<file path="src/rtl/debug_bridge_pkg.sv">
// debug_bridge_pkg
//   Shared definitions for the debug bridge: host command codes, memory
//   read/write encoding and the FSM state codes.
package debug_bridge_pkg;

    // Host command codes (first byte of every command)
    localparam logic [7:0] CMD_NOP   = 8'd0;
    localparam logic [7:0] CMD_ECHO  = 8'd1;
    localparam logic [7:0] CMD_WRITE = 8'd2;
    localparam logic [7:0] CMD_READ  = 8'd3;
    localparam logic [7:0] CMD_FILL  = 8'd4;
    localparam logic [7:0] CMD_ID    = 8'd5;

    // o_mem_rw encoding
    localparam logic RW_READ  = 1'b1;
    localparam logic RW_WRITE = 1'b0;

    // FSM state codes
    typedef logic [3:0] state_t;
    localparam state_t ST_IDLE     = 4'd0;
    localparam state_t ST_HDR      = 4'd1;
    localparam state_t ST_ECHO_RX  = 4'd2;
    localparam state_t ST_WR_RX    = 4'd3;
    localparam state_t ST_WR_MEM   = 4'd4;
    localparam state_t ST_RD_MEM   = 4'd5;
    localparam state_t ST_TX       = 4'd6;
    localparam state_t ST_FILL_RX  = 4'd7;
    localparam state_t ST_FILL_MEM = 4'd8;

    // States in which an incoming RX byte is consumed; anywhere else it is
    // dropped and flagged as an overrun.
    function automatic logic is_rx_state(input state_t s);
        return (s == ST_IDLE) || (s == ST_HDR) || (s == ST_ECHO_RX) ||
               (s == ST_WR_RX) || (s == ST_FILL_RX);
    endfunction

endpackage

</file>
<file path="src/rtl/debug_bridge_hdr_shift.sv">
// debug_bridge_hdr_shift
//   Collects the ADDR_BYTES+LEN_BYTES header bytes (MSB first) of a
//   WRITE/READ/FILL command. o_addr/o_len are presented combinationally
//   including the byte currently on i_byte, so the parent can latch them in
//   the same cycle that o_done strobes.
// Ports:
//   i_clk, i_reset_n  clock, asynchronous active-low reset
//   i_dv, i_byte      header byte strobe and value
//   o_addr, o_len     assembled address / length fields
//   o_done            high with the final header byte
module debug_bridge_hdr_shift #(
    parameter int ADDR_BYTES = 2,
    parameter int LEN_BYTES  = 2
) (
    input  logic                    i_clk,
    input  logic                    i_reset_n,
    input  logic                    i_dv,
    input  logic [7:0]              i_byte,
    output logic [8*ADDR_BYTES-1:0] o_addr,
    output logic [8*LEN_BYTES-1:0]  o_len,
    output logic                    o_done
);
    localparam int TOT = ADDR_BYTES + LEN_BYTES;
    localparam int CW  = $clog2(TOT + 1);

    logic [8*TOT-1:0] shift_reg;
    logic [8*TOT-1:0] shift_next;
    logic [CW-1:0]    count_reg;

    // Byte lane gi takes the lane below it; lane 0 takes the new byte.
    genvar gi;
    generate
        for (gi = 0; gi < TOT; gi++) begin : g_lane
            if (gi == 0) begin : g_first
                assign shift_next[7:0] = i_byte;
            end else begin : g_rest
                assign shift_next[8*gi +: 8] = shift_reg[8*(gi-1) +: 8];
            end
        end
    endgenerate

    assign o_done = i_dv && (count_reg == CW'(TOT - 1));
    assign o_len  = shift_next[8*LEN_BYTES-1:0];
    assign o_addr = shift_next[8*TOT-1 -: 8*ADDR_BYTES];

    always_ff @(posedge i_clk or negedge i_reset_n) begin
        if (!i_reset_n) begin
            shift_reg <= '0;
            count_reg <= '0;
        end else if (i_dv) begin
            shift_reg <= shift_next;
            count_reg <= o_done ? '0 : count_reg + 1'b1;
        end
    end

endmodule

</file>
<file path="src/rtl/debug_bridge.sv">
// debug_bridge
//   Byte-stream debug command processor between a UART RX/TX pair and a
//   memory port. Commands: NOP, ECHO, WRITE, READ, FILL, ID (unknown = NOP).
//   Optional macro DEBUG_BRIDGE_CHECKSUM_EN: READ appends an XOR checksum
//   byte of the data bytes it sent (8'h00 for a zero-length READ).
// Ports:
//   i_clk, i_reset_n            clock, asynchronous active-low reset
//   i_rx_dv, i_rx_byte          received byte strobe / value
//   o_tx_dv, o_tx_byte          TX byte, held until i_tx_ready
//   i_tx_ready                  TX accept
//   o_mem_en, o_mem_rw          memory request (held until ack), 1=read
//   o_mem_address, o_mem_data   request address / write data
//   i_mem_data, i_mem_ack       read data / completion strobe
//   o_busy, o_overrun, o_cmd    status: not idle, dropped RX byte, command
module debug_bridge
    import debug_bridge_pkg::*;
#(
    parameter int         ADDR_BYTES = 2,
    parameter int         LEN_BYTES  = 2,
    parameter logic [7:0] ID_VALUE   = 8'hA5
) (
    input  logic                    i_clk,
    input  logic                    i_reset_n,
    input  logic                    i_rx_dv,
    input  logic [7:0]              i_rx_byte,
    output logic                    o_tx_dv,
    output logic [7:0]              o_tx_byte,
    input  logic                    i_tx_ready,
    output logic                    o_mem_en,
    output logic                    o_mem_rw,
    output logic [8*ADDR_BYTES-1:0] o_mem_address,
    output logic [7:0]              o_mem_data,
    input  logic [7:0]              i_mem_data,
    input  logic                    i_mem_ack,
    output logic                    o_busy,
    output logic                    o_overrun,
    output logic [7:0]              o_cmd
);
    localparam int AW = 8 * ADDR_BYTES;
    localparam int LW = 8 * LEN_BYTES;

    state_t        state_reg, state_next;
    logic [7:0]    cmd_reg, cmd_next;
    logic [AW-1:0] addr_reg, addr_next;
    logic [LW-1:0] len_reg, len_next;
    logic [7:0]    tx_byte_reg, tx_byte_next;
    logic [7:0]    wdata_reg, wdata_next;
    logic          overrun_reg, overrun_next;
`ifdef DEBUG_BRIDGE_CHECKSUM_EN
    logic [7:0]    chk_reg, chk_next;
    logic          chk_done_reg, chk_done_next;
`endif

    logic [AW-1:0] hdr_addr;
    logic [LW-1:0] hdr_len;
    logic          hdr_done;
    logic          mem_write;

    debug_bridge_hdr_shift #(
        .ADDR_BYTES (ADDR_BYTES),
        .LEN_BYTES  (LEN_BYTES)
    ) u_hdr_shift (
        .i_clk     (i_clk),
        .i_reset_n (i_reset_n),
        .i_dv      (i_rx_dv && (state_reg == ST_HDR)),
        .i_byte    (i_rx_byte),
        .o_addr    (hdr_addr),
        .o_len     (hdr_len),
        .o_done    (hdr_done)
    );

    always_comb begin
        state_next    = state_reg;
        cmd_next      = cmd_reg;
        addr_next     = addr_reg;
        len_next      = len_reg;
        tx_byte_next  = tx_byte_reg;
        wdata_next    = wdata_reg;
        overrun_next  = i_rx_dv && !is_rx_state(state_reg);
`ifdef DEBUG_BRIDGE_CHECKSUM_EN
        chk_next      = chk_reg;
        chk_done_next = chk_done_reg;
`endif
        case (state_reg)
            ST_IDLE: begin
                if (i_rx_dv) begin
                    cmd_next = i_rx_byte;
                    case (i_rx_byte)
                        CMD_WRITE, CMD_FILL: state_next = ST_HDR;
                        CMD_READ: begin
                            state_next = ST_HDR;
`ifdef DEBUG_BRIDGE_CHECKSUM_EN
                            chk_next      = 8'h00;
                            chk_done_next = 1'b0;
`endif
                        end
                        CMD_ECHO: state_next = ST_ECHO_RX;
                        CMD_ID: begin
                            tx_byte_next = ID_VALUE;
                            state_next   = ST_TX;
                        end
                        default: cmd_next = CMD_NOP;
                    endcase
                end
            end
            ST_HDR: begin
                if (hdr_done) begin
                    addr_next = hdr_addr;
                    len_next  = hdr_len;
                    if (hdr_len == '0) begin
                        state_next = ST_IDLE;
`ifdef DEBUG_BRIDGE_CHECKSUM_EN
                        // Empty READ still reports its (zero) checksum
                        if (cmd_reg == CMD_READ) begin
                            tx_byte_next  = 8'h00;
                            chk_done_next = 1'b1;
                            state_next    = ST_TX;
                        end
`endif
                    end else begin
                        case (cmd_reg)
                            CMD_WRITE: state_next = ST_WR_RX;
                            CMD_READ:  state_next = ST_RD_MEM;
                            default:   state_next = ST_FILL_RX;
                        endcase
                    end
                end
            end
            ST_ECHO_RX: begin
                if (i_rx_dv) begin
                    tx_byte_next = i_rx_byte;
                    state_next   = ST_TX;
                end
            end
            ST_WR_RX, ST_FILL_RX: begin
                if (i_rx_dv) begin
                    wdata_next = i_rx_byte;
                    state_next = (state_reg == ST_WR_RX) ? ST_WR_MEM : ST_FILL_MEM;
                end
            end
            ST_WR_MEM, ST_FILL_MEM: begin
                if (i_mem_ack) begin
                    addr_next = addr_reg + 1'b1;
                    len_next  = len_reg - 1'b1;
                    if (len_reg == LW'(1))
                        state_next = ST_IDLE;
                    else if (state_reg == ST_WR_MEM)
                        state_next = ST_WR_RX;
                end
            end
            ST_RD_MEM: begin
                if (i_mem_ack) begin
                    tx_byte_next = i_mem_data;
                    addr_next    = addr_reg + 1'b1;
                    len_next     = len_reg - 1'b1;
                    state_next   = ST_TX;
                end
            end
            ST_TX: begin
                if (i_tx_ready) begin
                    if (cmd_reg == CMD_READ && len_reg != '0) begin
                        state_next = ST_RD_MEM;
`ifdef DEBUG_BRIDGE_CHECKSUM_EN
                        chk_next   = chk_reg ^ tx_byte_reg;
`endif
                    end else begin
                        state_next = ST_IDLE;
`ifdef DEBUG_BRIDGE_CHECKSUM_EN
                        // Last data byte accepted: follow it with the checksum
                        if (cmd_reg == CMD_READ && !chk_done_reg) begin
                            tx_byte_next  = chk_reg ^ tx_byte_reg;
                            chk_done_next = 1'b1;
                            state_next    = ST_TX;
                        end
`endif
                    end
                end
            end
            default: state_next = ST_IDLE;
        endcase
    end

    always_ff @(posedge i_clk or negedge i_reset_n) begin
        if (!i_reset_n) begin
            state_reg    <= ST_IDLE;
            cmd_reg      <= '0;
            addr_reg     <= '0;
            len_reg      <= '0;
            tx_byte_reg  <= '0;
            wdata_reg    <= '0;
            overrun_reg  <= 1'b0;
`ifdef DEBUG_BRIDGE_CHECKSUM_EN
            chk_reg      <= '0;
            chk_done_reg <= 1'b0;
`endif
        end else begin
            state_reg    <= state_next;
            cmd_reg      <= cmd_next;
            addr_reg     <= addr_next;
            len_reg      <= len_next;
            tx_byte_reg  <= tx_byte_next;
            wdata_reg    <= wdata_next;
            overrun_reg  <= overrun_next;
`ifdef DEBUG_BRIDGE_CHECKSUM_EN
            chk_reg      <= chk_next;
            chk_done_reg <= chk_done_next;
`endif
        end
    end

    assign mem_write     = (state_reg == ST_WR_MEM) || (state_reg == ST_FILL_MEM);
    assign o_mem_en      = mem_write || (state_reg == ST_RD_MEM);
    assign o_mem_rw      = mem_write ? RW_WRITE : RW_READ;
    assign o_mem_address = o_mem_en ? addr_reg : '0;
    assign o_mem_data    = mem_write ? wdata_reg : 8'h00;
    assign o_tx_dv       = (state_reg == ST_TX);
    assign o_tx_byte     = o_tx_dv ? tx_byte_reg : 8'h00;
    assign o_busy        = (state_reg != ST_IDLE);
    assign o_overrun     = overrun_reg;
    assign o_cmd         = o_busy ? cmd_reg : 8'h00;

endmodule
</file>
<file path="config.mk">
export PLATFORM = sky130hd
export DESIGN_NAME = debug_bridge
export DESIGN_NICKNAME = d
export VERILOG_FILES = /design/src/rtl/debug_bridge_pkg.sv /design/src/rtl/debug_bridge_hdr_shift.sv /design/src/rtl/debug_bridge.sv
export SDC_FILE = /design/constraint.sdc
export NUM_CORES = 1
export LEC_CHECK = 0
export CAP_MARGIN = 20
export CORE_MARGIN = 2
export CORE_UTILIZATION = 35
export DETAILED_ROUTE_END_ITERATION = 8
export HOLD_SLACK_MARGIN = 0.15
export PLACE_DENSITY = 0.57
export SLEW_MARGIN = 10
export SYNTH_ARGS = -nofsm -noshare
export SYNTH_HDL_FRONTEND = slang
export SYNTH_SLANG_ARGS = --single-unit
</file>
<file path="constraint.sdc">
create_clock -name i_clk -period 4.7 [get_ports i_clk]
set_clock_uncertainty 0.2 [all_clocks]
set_input_delay 0.94 -clock i_clk [delete_from_list [all_inputs] [get_ports i_clk]]
set_output_delay 0.94 -clock i_clk [all_outputs]
set_load 0.05 [all_outputs]
</file>
# Yosys cells after proc, flatten, opt, wreduce, memory -nomap -nowiden
# Index checks and enable logic that the tools add are counted.
[op_classes]
n_addsub = 3
eq_ne = 28
muxes = 33
n_reduce_logical = 27
[ops]
columns = ["op", "n"]
rows = [
  ["two-way mux 16 bit", 5],
  ["two-way mux 8 bit", 8],
  ["case mux 16 bit (2 select lines)", 2],
  ["two-way mux 4 bit", 10],
  ["equality test 8 x 2 -> 1 bit (second input constant)", 4],
  ["case mux 4 bit (7 select lines)", 1],
  ["case mux 8 bit (3 select lines)", 1],
  ["adder 16 x 1 -> 16 bit (second input constant)", 1],
  ["equality test 16 x 1 -> 1 bit (second input constant)", 1],
  ["equality test 4 x 3 -> 1 bit (second input constant)", 4],
  ["equality test 8 x 3 -> 1 bit (second input constant)", 2],
  ["logical NOT 16 bit", 1],
  ["nonzero test 16 bit", 1],
  ["subtractor 16 x 1 -> 16 bit (second input constant)", 1],
  ["case mux 4 bit (3 select lines)", 1],
  ["inequality test 2 bit (second input constant)", 5],
  ["two-way mux 3 bit", 3],
  ["AND reduction 9 bit", 1],
  ["equality test 4 x 2 -> 1 bit (second input constant)", 2],
  ["equality test 8 x 1 -> 1 bit (second input constant)", 1],
  ["inequality test 2 x 1 -> 1 bit (second input constant)", 4],
  ["logical OR 1 bit", 6],
  ["case mux 3 bit (2 select lines)", 1],
  ["OR reduction 3 bit", 2],
  ["18 further kinds", 23],
]
[word_totals]
register_bits = 88
input_bits = 21
wordCells = 100

# Depth between registers and ports, before layout
[depth]
depth_word = 7
depth_mapped = 9

# Hierarchy
# From an unflattened synthesis, not the netlist that was laid out.
[hier_totals]
cells_unflattened = 512
area_unflattened_um2 = 5052.3
[modules_own_cells]
columns = ["module", "instances", "cells_per_inst", "area_per_inst_um2"]
rows = [
  ["debug_bridge", 1, 441, 3860.0],
  ["debug_bridge_hdr_shift", 1, 71, 1192.4],
]

# Worst setup path before layout
# OpenSTA, ideal clock, no wires.
[synth_timing]
kind = "reg-to-output"
startpoint = "register state_reg[2]"
endpoint = "output o_mem_address[0]"
arrival_time_ns = 2.184
required_ns = 3.560
setup_slack_ns = 1.376
stages_incl_launch_ff = 8
cell_sequence = "dfrtp_1 -> buf_2 -> nor3b_2 -> o21ai_2 -> inv_2 -> clkbuf_8 -> clkbuf_1 -> and2_1"
[synth_between]
elab_chain_cells = 4
[synth_lines]
columns = ["item", "line_no", "text"]
rows = [
  ["start, declared", "debug_bridge.sv:42", "state_t state_reg, state_next;"],
  ["start signal, assigned", "debug_bridge.sv:197", "state_reg <= state_next;"],
  ["equality test 4 x 3 -> 1 bit / equality test 4 bit (equally long branches)", "debug_bridge.sv:211", "assign mem_write = (state_reg == ST_WR_MEM) || (state_reg == ST_FILL_MEM);"],
  ["logical OR 1 bit", "debug_bridge.sv:211", ""],
  ["logical OR 1 bit *", "debug_bridge.sv:212", "assign o_mem_en = mem_write || (state_reg == ST_RD_MEM);"],
  ["named net o_mem_en", "debug_bridge.sv:29", "output logic o_mem_en,"],
  ["two-way mux 16 bit *", "debug_bridge.sv:214", "assign o_mem_address = o_mem_en ? addr_reg : '0;"],
  ["end, declared", "debug_bridge.sv:31", "output logic [8*ADDR_BYTES-1:0] o_mem_address,"],
]
# Mark *: on every way through the listed nets, which the timed path passes. The rest lies on a longest branch.

# Worst setup path in the final report
[layout_timing]
startpoint = "register state_reg[0]"
endpoint = "output o_mem_address[8]"
[layout_between]
elab_chain_cells = 4
[layout_lines]
columns = ["item", "line_no"]
rows = [
  ["equality test 4 x 3 -> 1 bit / equality test 4 bit (equally long branches)", "debug_bridge.sv:211"],
  ["logical OR 1 bit", "debug_bridge.sv:211"],
  ["logical OR 1 bit *", "debug_bridge.sv:212"],
  ["two-way mux 16 bit *", "debug_bridge.sv:214"],
]
# Every way passes the cells marked *; elsewhere a longest branch is shown, timed or not.

==> flow_summary.html <==
<table>
<tr><th>Metric</th><th>Value</th></tr>
<tr><th colspan="2">CTS</th></tr>
<tr><td>Root Buffer</td><td>clkbuf_16</td></tr>
<tr><td>Number of clock sinks seen by CTS</td><td>88</td></tr>
<tr><td>CTS tree</td><td>done</td></tr>
<tr><td>Clock Path Buffers</td><td>2</td></tr>
<tr><td>PostCTS Resize Cnt</td><td>0</td></tr>
<tr><td>Number of buffers inserted during clock tree synthesis</td><td>9</td></tr>
<tr><td>Clock latency on the worst-skew pair</td><td>340 ps</td></tr>
<tr><td>Reg clk slew, reported paths</td><td>70 ps</td></tr>
<tr><td>CTS H-Tree Depth</td><td>3</td></tr>
<tr><td>Post-CTS Hold Fix Bufs</td><td>0</td></tr>
<tr><td>Total setup buffers inserted after CTS</td><td>0</td></tr>
<tr><th colspan="2">Synth</th></tr>
<tr><td>Post-Synthesis Mean Instance Area</td><td>9.62 sq um</td></tr>
<tr><td>Area fraction of the dominant cell type after synthesis</td><td>0.446</td></tr>
<tr><td>Gate count after technology mapping</td><td>513</td></tr>
<tr><td>Number of warnings reported in the yosys synthesis log</td><td>0</td></tr>
<tr><td>Number of enable-type register cells in the synthesized netlist</td><td>0</td></tr>
<tr><td>Post-synthesis instance area</td><td>0.00494 sq mm</td></tr>
<tr><td>Most used flip-flop cell after synthesis</td><td>dfrtp_1</td></tr>
<tr><td>Cell types occupying the most area after synthesis</td><td>dfrtp_1 45%, mux2_2 7.8%, and2_1 4.1%, o21ai_0 3.5%, nor2_1 3.4%</td></tr>
<tr><td>Number of nets in the synthesized netlist</td><td>539</td></tr>
<tr><td>Most repeated cell in the gate-level netlist after synthesis</td><td>dfrtp_1</td></tr>
<tr><td>Leading post-synthesis cells by instance count</td><td>88 x dfrtp_1, 45 x nor2_1, 38 x nand2_1</td></tr>
<tr><td>Post-synthesis cell type with the largest combined area</td><td>dfrtp_1</td></tr>
<tr><td>Flip-flop and latch count after synthesis</td><td>88</td></tr>
<tr><td>Share of flip-flops with an asynchronous set or reset after synthesis</td><td>1.00</td></tr>
<tr><td>Cell variety after synth</td><td>63</td></tr>
<tr><td>Fraction of the yosys area taken by sequential cells</td><td>0.446</td></tr>
<tr><th colspan="2">Outcome</th></tr>
<tr><td>Status</td><td>complete, no violations</td></tr>
<tr><th colspan="2">Detailed routing</th></tr>
<tr><td>Avg WL per Cell</td><td>17.1 um</td></tr>
<tr><td>Via-to-Cell Ratio</td><td>5.39</td></tr>
<tr><td>Remaining routing DRC violations</td><td>0</td></tr>
<tr><td>Via count of the routed design</td><td>4,046</td></tr>
<tr><td>First-iteration detailed-routing DRC count</td><td>238</td></tr>
<tr><td>Final antenna-violating net count</td><td>0</td></tr>
<tr><td>Post-Route WL</td><td>12,800 um</td></tr>
<tr><td>Iteration count of the initial detailed-routing pass</td><td>7</td></tr>
<tr><th colspan="2">Min path</th></tr>
<tr><td>Hold Path Origin</td><td>wdata_reg[1]$_DFFE_PN0P_</td></tr>
<tr><td>End of the worst hold path</td><td>wdata_reg[1]$_DFFE_PN0P_</td></tr>
<tr><td>Hold path depth</td><td>2</td></tr>
<tr><td>Hold WC Path Type</td><td>flip-flop to flip-flop</td></tr>
<tr><th colspan="2">Critical path</th></tr>
<tr><td>Cell with the largest stage delay on the worst path</td><td>dfrtp_1</td></tr>
<tr><td>Type of the worst setup path</td><td>flip-flop to output pin</td></tr>
<tr><td>Crit path largest cell delay</td><td>800 ps</td></tr>
<tr><td>Worst-path fanout max</td><td>38</td></tr>
<tr><td>Startpoint of the lowest-slack register-to-register path</td><td>state_reg[0]$_DFFE_PN0P_</td></tr>
<tr><td>Origin of the worst setup path</td><td>state_reg[0]$_DFFE_PN0P_</td></tr>
<tr><td>Type of element capturing the critical path</td><td>output pin</td></tr>
<tr><td>Worst path top cell family by delay</td><td>flip-flops</td></tr>
<tr><td>CP Data Required Time</td><td>3560 ps</td></tr>
<tr><td>FF-to-FF End</td><td>addr_reg[10]$_DFFE_PN0P_</td></tr>
<tr><td>Kind of start point of the critical path</td><td>flip-flop</td></tr>
<tr><td>Bufs and invs on worst path</td><td>4</td></tr>
<tr><td>Cell occurring most often along the worst timing path</td><td>buf_4</td></tr>
<tr><td>R2R setup slack</td><td>1760 ps</td></tr>
<tr><td>Worst EP arrival</td><td>2850 ps</td></tr>
<tr><td>Path depth of the worst reg2reg path</td><td>8</td></tr>
<tr><td>Critical path, cell by cell</td><td>nor3b_2, o21ai_2, buf_4, inv_2, buf_4, and2_1, buf_4</td></tr>
<tr><th colspan="2">Timing</th></tr>
<tr><td>Setup violators final</td><td>0</td></tr>
<tr><td>Max Clock Freq</td><td>250 MHz</td></tr>
<tr><td>Worst hold slack after final layout</td><td>282 ps</td></tr>
<tr><td>Final max-slew violation count</td><td>0</td></tr>
<tr><td>Final hold viol count</td><td>0</td></tr>
<tr><td>Worst-case headroom to the max-slew limit</td><td>0.410</td></tr>
<tr><td>Final period demand of the worst path</td><td>3990 ps</td></tr>
<tr><td>Unrepaired setup endpoints after global routing</td><td>no</td></tr>
<tr><td>Total negative slack for setup checks</td><td>0 ps</td></tr>
<tr><td>Worst slew pin tran</td><td>885 ps</td></tr>
<tr><td>Final Cycle Share</td><td>0.850</td></tr>
<tr><th colspan="2">GRT</th></tr>
<tr><td>Number of global-route vias before repair</td><td>3,849</td></tr>
<tr><td>First-pass GRT wire length</td><td>20,600 um</td></tr>
<tr><td>Combined global-route utilization of all metal layers</td><td>0.177</td></tr>
<tr><td>Most heavily used metal layer in global routing</td><td>met2</td></tr>
<tr><td>Global route total overflow</td><td>0</td></tr>
<tr><td>Met2 usage</td><td>0.285</td></tr>
<tr><td>GRT met3 Usage</td><td>0.0451</td></tr>
<tr><td>Initial antenna violation count</td><td>0</td></tr>
<tr><td>Met1 Usage GRT</td><td>0.239</td></tr>
<tr><td>Maximum number of pins on one net before global-route repair</td><td>68</td></tr>
<tr><th colspan="2">Finish</th></tr>
<tr><td>Share of layout cells above drive strength 1</td><td>0.165</td></tr>
<tr><td>Area taken by flip-flops and latches</td><td>0.00220 sq mm</td></tr>
<tr><td>Fill cells</td><td>1,328</td></tr>
<tr><td>Number of nets in the final layout</td><td>591</td></tr>
<tr><td>Area of the multi-input gates</td><td>0.00247 sq mm</td></tr>
<tr><td>Post-synthesis to final-layout area growth</td><td>20.3%</td></tr>
<tr><td>Diodes inserted</td><td>0</td></tr>
<tr><td>Max FFs per register</td><td>24</td></tr>
<tr><td>Post-layout instance area</td><td>0.00594 sq mm</td></tr>
<tr><th colspan="2">Place</th></tr>
<tr><td>Port Buffers</td><td>65</td></tr>
<tr><td>HPWL after detailed placement</td><td>8470 um</td></tr>
<tr><td>Post-DP Area</td><td>0.00563 sq mm</td></tr>
<tr><td>Routability-driven placement congestion ratio</td><td>0.842</td></tr>
<tr><th colspan="2">Power and ir drop</th></tr>
<tr><td>Internal power</td><td>2.39 mW</td></tr>
<tr><td>Net Sw Frac</td><td>0.449</td></tr>
<tr><td>Largest vdd supply drop</td><td>0.427 mV</td></tr>
<tr><td>Switching power</td><td>1.95 mW</td></tr>
<tr><td>Leak</td><td>2.44 nW</td></tr>
<tr><td>Power per Cell Area</td><td>731 mW/mm^2</td></tr>
<tr><td>Portion of total power attributed to the clock network</td><td>0.172</td></tr>
<tr><td>Comb pwr share</td><td>0.483</td></tr>
<tr><td>Sequential power share</td><td>0.344</td></tr>
<tr><th colspan="2">Floorplan</th></tr>
<tr><td>Chip Width</td><td>123 um</td></tr>
<tr><td>Die extent in y</td><td>123 um</td></tr>
<tr><td>Rows</td><td>43</td></tr>
<tr><td>Die Outline Area</td><td>0.0151 sq mm</td></tr>
<tr><td>Starting density of the core</td><td>0.357</td></tr>
<tr><td>Number of top-level design ports</td><td>66</td></tr>
<tr><td>Core area</td><td>0.0138 sq mm</td></tr>
<tr><th colspan="2">Job</th></tr>
<tr><td>Max-capacitance violation count</td><td>0</td></tr>
</table>
-- worst reg2reg max path, stage by stage (launching register included) --
cell,delay (ps)
dfrtp_1,800
nor3b_2,160
o21ai_2,560
buf_4,290
inv_2,50
buf_4,230
and2_1,230
a41o_1,230
a21oi_1,130
-- worst max path at each step --
stage	end	slack, ps	depth (start not counted)
after floorplan	o_mem_address[0]	1380	7
after global placement	o_mem_data[7]	1080	4
after detailed placement	o_mem_data[5]	1060	4
after CTS	o_mem_address[8]	660	7
after global routing	o_mem_address[8]	510	7
final	o_mem_address[8]	710	7
-- power groups by stage --
stage | combinational, mW | sequential [mW] | clock (mW)
4_1_cts | 2.11 | 1.49 | 0.767
3_3_place_gp | 2.07 | 1.49 | 0
5_1_grt | 2.30 | 1.55 | 0.794
2_1_floorplan | 1.76 | 1.31 | 0
3_5_place_dp | 2.10 | 1.50 | 0
6_report | 2.10 | 1.50 | 0.747
-- layout make-up --
cell class / instances / area share
well taps: 180 / 0.0379
inverters: 16 / 0.0101
flip-flops and latches: 88 / 0.371
repair buffers: 74 / 0.114
clock buffers: 12 / 0.0432
multi-input cells: 376 / 0.415
clock inverters: 4 / 0.00885
-- metrics by stage --
stage,cells,util,power [mW],setup slack (ps)
2_1_floorplan,513,-,3.08,1380
3_3_place_gp,734,0.407,3.56,1080
3_5_place_dp,734,0.407,3.60,1060
4_1_cts,750,0.429,4.37,660
5_1_grt,750,0.429,4.65,510
6_report,750,0.429,4.34,707
-- kinds of logic after synthesis --
kind of cell               Yosys count  share of synthesized area
adders and majority gates            5                     0.0127
DFF                                 88                      0.446
buffers and inverters               49                     0.0542
muxes                               35                     0.0796
AOI/OAI and AO/OA                  137                      0.181
xor gates and xnor gates             1                    0.00177
and+or+nand+nor                    198                      0.225
-- metal layers --
| metal | routed length, um | part of all wire | up-vias |
|---|---|---|---|
| met4 | 116 | 0.0091 | 0 |
| li1 | - | - | 1964 |
| met3 | 717 | 0.056 | 9 |
| met5 | 0 | 0 | - |
| met2 | 5920 | 0.46 | 112 |
| met1 | 6060 | 0.47 | 1961 |
-- placed cells by master, fill, tap and decap left out, drive strengths merged, types with 16 or more instances in the layout --
master          n
and2           32
nor2           45
clkdlybuf4s50  48
dfrtp          88
buf            26
a21oi          33
o21ai          39
mux2           34
inv            16
nand2          38
Power figures use the tool's default switching activity.
